### config.mk
export PLATFORM = sky130hd
export DESIGN_NAME = hsid_mse_batch_ctrl
export DESIGN_NICKNAME = d
export VERILOG_FILES = /design/src/rtl/hsid_mse_batch_ctrl.sv
export SDC_FILE = /design/constraint.sdc
export NUM_CORES = 1
export LEC_CHECK = 0
export CORE_AREA = 2 2 148 150
export DETAILED_ROUTE_END_ITERATION = 8
export DIE_AREA = 0 0 150 152
export GPL_TIMING_DRIVEN = 0
export PLACE_DENSITY = 0.72
export SYNTH_ARGS = -nofsm -noshare
export SYNTH_HDL_FRONTEND = slang
export SYNTH_SLANG_ARGS = --single-unit
### constraint.sdc
create_clock -name clk -period 3.14 [get_ports clk]
set_clock_uncertainty 0.05 [all_clocks]
set_input_delay 0.628 -clock clk [delete_from_list [all_inputs] [get_ports clk]]
set_output_delay 0.628 -clock clk [all_outputs]
set_load 0.01 [all_outputs]
### src/rtl/hsid_mse_batch_ctrl.sv
// Job sequencer for the 2-element batched squared-difference datapath.
// Streams one vector pair per job into the datapath, tracks each issued word
// through the datapath's fixed latency with a tag shift register, accumulates
// the returned per-word sums and presents the job total plus element count.
module hsid_mse_batch_ctrl #(
  parameter int DATA_WIDTH     = 16,
  parameter int WORD_WIDTH     = DATA_WIDTH * 2,
  parameter int DATA_WIDTH_SUM = DATA_WIDTH * 2,
  parameter int LEN_WIDTH      = 8,
  parameter int DP_LATENCY     = 2,
  parameter int ACC_WIDTH      = DATA_WIDTH_SUM + LEN_WIDTH
) (
  input  logic                      clk,
  input  logic                      rst,
  input  logic                      start,
  input  logic [LEN_WIDTH-1:0]      vctr_len,
  input  logic                      in_valid,
  output logic                      in_ready,
  input  logic [WORD_WIDTH-1:0]     in_vctr_1,
  input  logic [WORD_WIDTH-1:0]     in_vctr_2,
  output logic [WORD_WIDTH-1:0]     dp_vctr_1,
  output logic [WORD_WIDTH-1:0]     dp_vctr_2,
  input  logic [DATA_WIDTH_SUM-1:0] dp_sum_in,
  output logic                      busy,
  output logic                      result_valid,
  input  logic                      result_ready,
  output logic [ACC_WIDTH-1:0]      result_sum,
  output logic [LEN_WIDTH:0]        result_count
);

  typedef enum logic [1:0] {
    IDLE  = 2'd0,
    RUN   = 2'd1,
    DRAIN = 2'd2,
    DONE  = 2'd3
  } state_t;

  state_t                 state;
  logic [LEN_WIDTH-1:0]   len_q;
  logic [LEN_WIDTH-1:0]   issue_cnt;
  logic [LEN_WIDTH-1:0]   recv_cnt;
  logic [ACC_WIDTH-1:0]   acc;
  logic [DP_LATENCY-1:0]  tag;

  logic                   accept;
  logic                   tag_out;
  logic [ACC_WIDTH-1:0]   acc_next;
  logic [LEN_WIDTH-1:0]   recv_next;
  logic [LEN_WIDTH-1:0]   issue_next;

  // in_ready depends only on state and issue count so the upstream fetch
  // logic never sees a combinational path from its own in_valid.
  assign in_ready     = (state == RUN) && (issue_cnt < len_q);
  assign accept       = in_valid && in_ready;
  assign busy         = (state != IDLE);
  assign result_valid = (state == DONE);

  // Idle cycles drive zeros so the datapath output is a clean zero on bubbles.
  assign dp_vctr_1 = accept ? in_vctr_1 : '0;
  assign dp_vctr_2 = accept ? in_vctr_2 : '0;

  // The oldest tag marks the cycle in which dp_sum_in belongs to an issued word.
  assign tag_out    = tag[DP_LATENCY-1];
  assign issue_next = issue_cnt + LEN_WIDTH'(1);

  // Next accumulator / receive count for the word leaving the datapath this cycle.
  always_comb begin
    // NOTE: defaults first so every path assigns both outputs; otherwise a latch is inferred.
    acc_next  = acc;
    recv_next = recv_cnt;
    if (tag_out && ((state == RUN) || (state == DRAIN))) begin
      acc_next  = acc + ACC_WIDTH'(dp_sum_in);
      recv_next = recv_cnt + LEN_WIDTH'(1);
    end
  end

  // Job FSM, tag pipe, counters, accumulator and registered result.
  always_ff @(posedge clk) begin
    if (rst) begin
      // NOTE: non-blocking assignments for all state so every register samples pre-edge values.
      state        <= IDLE;
      len_q        <= '0;
      issue_cnt    <= '0;
      recv_cnt     <= '0;
      acc          <= '0;
      tag          <= '0;
      result_sum   <= '0;
      result_count <= '0;
    end else begin
      tag[0] <= accept;
      for (int i = 1; i < DP_LATENCY; i++) begin
        tag[i] <= tag[i-1];
      end

      case (state)
        IDLE: begin
          if (start) begin
            len_q     <= vctr_len;
            acc       <= '0;
            issue_cnt <= '0;
            recv_cnt  <= '0;
            if (vctr_len == '0) begin
              result_sum   <= '0;
              result_count <= '0;
              state        <= DONE;
            end else begin
              state <= RUN;
            end
          end
        end

        RUN: begin
          acc      <= acc_next;
          recv_cnt <= recv_next;
          if (accept) begin
            issue_cnt <= issue_next;
            if (issue_next == len_q) begin
              state <= DRAIN;
            end
          end
        end

        DRAIN: begin
          acc      <= acc_next;
          recv_cnt <= recv_next;
          // Leave in the same cycle as the final accumulate so the result
          // appears DP_LATENCY+1 cycles after the last accepted beat.
          if (recv_next == len_q) begin
            result_sum   <= acc_next;
            result_count <= {len_q, 1'b0};
            state        <= DONE;
          end
        end

        DONE: begin
          if (result_ready) begin
            state <= IDLE;
          end
        end

        default: state <= IDLE;
      endcase
    end
  end

endmodule

==> results by stage <==
Status:
- The flow ran to the end, but the final reports show violations.
- The checks that failed: negative setup slack.

Placement:
- At the end of routability-driven placement, the weighted congestion stood at 0.927.
- The count of input and output buffers is 222.
- The instance area after placement is 0.0109 mm².
- Detailed placement finished with a half-perimeter wire length of 21.3 mm.
- The placed instance count is 1584.

Timing:
- The hold violation total from the final report is 0.
- Setup repair after global routing could not meet its margin everywhere.
- The smallest setup slack after layout is -0.0181 ns.
- The number of setup violations in the final report is 1.
- After layout, the worst path uses 101% of the clock period.
- For the pin with the worst max-slew slack, the measured transition is 0.738 ns.
- Subtracting the final worst setup slack from the clock period gives 3.16 ns.
- The max-slew violation total from the final report is 0.
- For this run, the top clock speed supported by timing is 317 MHz.
- Headroom to the max-slew limit came out at 50.6%.

Layout:
- The share of final-layout standard cells stronger than drive strength 1 is 18.8%.
- In the final design database the tool counted 1503 nets.
- The filler cell count in the final layout is 1992.
- The total area of multi-input combinational cells is 0.00586 mm².
- The area growth from synthesis to layout is 45.2%.
- The final instance count without filler cells is 1639.
- The area of all placed cells without fillers is 0.0121 mm².
- Summing all flip-flop and latch instances after layout gives 0.00234 mm².
- The number of antenna diodes in the final layout is 0.

GRT:
- The via count of the first global-routing pass is 8931.
- Across every metal layer, demand over resource in global routing totals 24.9%.
- The global-route wire length before repair is 45.7 mm.
- The residual overflow from global routing is 0.
- Entering global routing, the biggest net connects 17 pins.
- The routing layer with the top usage in global route is met2.
- Global routing used 6.13% of the available met3 tracks.
- The global-route track usage on met1 is 29.8%.
- The number of antenna violations at the first check in global routing is 0.
- The global routing met2 resource utilization is 43.2%.

Clock tree:
- The CTS clock-pin slew for the worst setup and hold paths is 0.06 ns.
- The CTS H-tree depth is 4.
- CTS placed an instance of clkbuf_16 at the clock tree root.
- The clock sink count is 116.
- The clock tree from TritonCTS is built.
- The hold-fix buffer count after cts is 0.
- No sink is reached through more buffers than the 2 on the longest clock path.
- Buffers inserted during clock tree synthesis total 17.
- At the later pin of the worst-skew pair, clock insertion delay measures 0.43 ns.

Die:
- The initial core utilization is 39.0%.
- The total core area is 0.0214 mm².
- The die extent in x is 150 µm.
- The die covers 0.0228 mm².
- In this run the core area contains 54 standard-cell rows.
- For this design the top-level I/O count stands at 225.
- The die is 152 µm tall.

Drt:
- After detailed routing, the number of vias per cell comes to 5.59.
- The average routed wire per standard cell is 17.6 µm.
- The remaining number of nets flagged by the antenna check after routing is 0.
- The total via count after detailed routing is 9158.
- The first detailed-routing pass took 6 iterations.
- The remaining design rule violation count is 0.
- Wires add up to 28.9 mm.
- The DRC violation total after the first TritonRoute iteration is 641.

Worst setup path:
- The cell seen most often among critical-path stages is buf_6.
- In this run the worst path has a maximum fanout of 5.
- Walking the worst path, the cells encountered are inv_4, ha_4, nor2b_4, o21a_1, o21ai_2, a21oi_2, o21ai_4, buf_6, clkbuf_8, and2_4, buf_6.
- The type of origin of the critical path is a register.
- The worst-path cell with the longest stage delay is dfxtp_4.
- STA classifies the critical path endpoint as an output port.
- The critical path in this run is classified as register to output port.
- Data on the critical path is required at its endpoint by 2.46 ns.
- The arrival time at the worst endpoint is 2.48 ns.
- The peak per-stage delay on the critical path is 0.37 ns.

Power and ir drop:
- For this design the total switching power over the nets is 0.00193 W.
- The share of total power dissipated in sequential elements is 27.4%.
- In this run, the clock network consumes 37.0% of the power.
- VDD sags by at most 0.323 mV.
- Combinational cells account for 35.6% of the total power.
- Power spread over the standard cell area amounts to 472 mW/mm².
- The switching part of the total power is 33.9%.
- Summed over all cells, the static leakage comes to 4.86 nW.
- The internal power of the cells totals 0.00378 W.

Flow run:
- The tool flagged a number of max-cap violations equal to 0.

Yosys:
- Synthesis produced a netlist with a net count of 1238.
- The sequential cell area fraction in the yosys report is 27.9%.
- The synthesized design contains 116 register bits.
- For this run, the leading register cell type out of synthesis is dfxtp_1.
- The synthesis warning total is 0.
- The synthesized design devotes to its leading area cell type 27.9% of total area.
- After technology mapping, the gate count stands at 1082.
- The post-synth design cell area is 0.00833 mm².
- The most frequent cell after synthesis is dfxtp_1.
- The synthesized design spends more area on one cell type than any other, namely dfxtp_1.
- The number of library cell types mapped by synthesis is 82.
- After synthesis, the share of flip-flops with an asynchronous set or reset is 0%.
- Counting instances in the post-synthesis netlist gives the leading cell types as dfxtp_1, a21oi_1, nand2_1.
- The post-synthesis average cell area is 7.70 µm².
- Yosys attributes the largest share of cell area to dfxtp_1, ha_1, a21oi_1.
- In this run, synthesis inferred 0 flip-flops with an integrated enable.

Min path:
- The tightest min-delay check is of the register to register type.
==> path summary, 6_finish.rpt <==
check	from	endpoint	slack, ns	depth (start not counted)
worst max-delay path	len_q[1]$_SDFFE_PP0P_	dp_vctr_1[12]	-0.02	11
worst max register to register	state[1]$_SDFFE_PP0P_	result_sum[26]$_SDFFE_PP0P_	0.21	12
worst min register to register	tag[0]$_SDFF_PP0_	tag[1]$_SDFF_PP0_	0.38	1
worst min-delay path	tag[0]$_SDFF_PP0_	tag[1]$_SDFF_PP0_	0.38	1
==> repair_timing <==
action                     CTS  global route
gates resized for setup    317           105
pin swaps                   15            37
cloned                       2             2
setup endpoints to repair   80           101
buffers inserted            15             9
==> cell families after synthesis <==
logic type / after synthesis / synth area share, %
compound gates: 309 / 24.6
xor+xnor: 42 / 4.58
fa+ha+maj: 47 / 7.15
buf+inv: 104 / 5.24
flops: 116 / 27.9
mux: 16 / 2.09
other cells: 1 / 0.0450
simple gates: 447 / 28.4
==> power groups by stage <==
stage	sequential, W	combinational, W	clock [W]
after global routing	0.00157	0.00220	0.00220
after floorplan	0.00157	0.00102	0
after CTS	0.00156	0.00183	0.00213
after detailed placement	0.00159	0.00176	0
final	0.00156	0.00203	0.00212
after global placement	0.00158	0.00174	0
==> cell usage in the layout, fill, tap and decap left out, types with 7 or more instances in the layout <==
cell type and n:
a2111oi_0 7, a21o_1 19, a21oi_1 108, a22oi_1 19, a31oi_1 11, and2_1 41, and2_4 33, and3_1 22
buf_2 39, buf_4 23, buf_6 40, buf_8 7, clkbuf_1 39, clkbuf_16 19, clkdlybuf4s50_1 156, dfxtp_1 106
ha_1 39, inv_1 27, mux2i_1 14, nand2_1 102, nand2b_1 8, nand3_1 52, nand3b_1 7, nand4_1 18
nand4b_1 10, nor2_1 80, nor2b_1 10, nor3_1 15, o211ai_1 12, o21ai_0 36, o21ai_1 17, or3_1 15
xnor2_1 23, xor2_1 18
==> critical path: cells and delay by family, from the launching register on <==
| kind | cells | cell delay, ns |
|---|---|---|
| flip-flops | 1 | 0.37 |
| AO/OA/AOI/OAI | 4 | 0.71 |
| adder cells (fa/ha/maj) | 1 | 0.20 |
| buffers and inverters | 4 | 0.48 |
| AND/OR/NAND/NOR | 2 | 0.28 |
==> layer usage <==
| layer | up-vias | routed length (µm) |
|---|---|---|
| li1 | 4449 | - |
| met1 | 4270 | 11700 |
| met2 | 381 | 14400 |
| met3 | 58 | 2060 |
| met4 | 0 | 751 |
| met5 | - | 0 |
==> state kept, by name, summed over array words and instances, names as in the netlist <==
register / count
issue_cnt: 8
len_q: 8
tag: 2
result_sum: 40
state: 2
recv_cnt: 8
result_count: 8
acc: 40
==> through the flow <==
stage / hold slack, ns / setup slack, ns / utilization (%) / setup TNS [ns] / total power [W]
after global placement: 0.368 / -0.828 / 51.1 / -62.95 / 0.00332
after floorplan: 0.364 / 0.137 / - / 0 / 0.00259
final: 0.379 / -0.0181 / 56.6 / -0.0181 / 0.00571
after global routing: 0.412 / -0.0833 / 56.6 / -1.70 / 0.00597
after detailed placement: 0.381 / -0.943 / 51.1 / -70.22 / 0.00335
after CTS: 0.386 / -0.00560 / 54.6 / -0.00884 / 0.00552
==> area by class of cell <==
cell class	instances	area share (%)
Buffer	70	3.20
Clock buffer	22	4.00
Clock inverter	9	1.24
Inverter	30	0.952
Multi-Input combinational cell	862	48.4
Sequential cell	116	19.4
Tap cell	280	2.90
Timing Repair Buffer	250	19.9
Power figures use the tool's default switching activity.
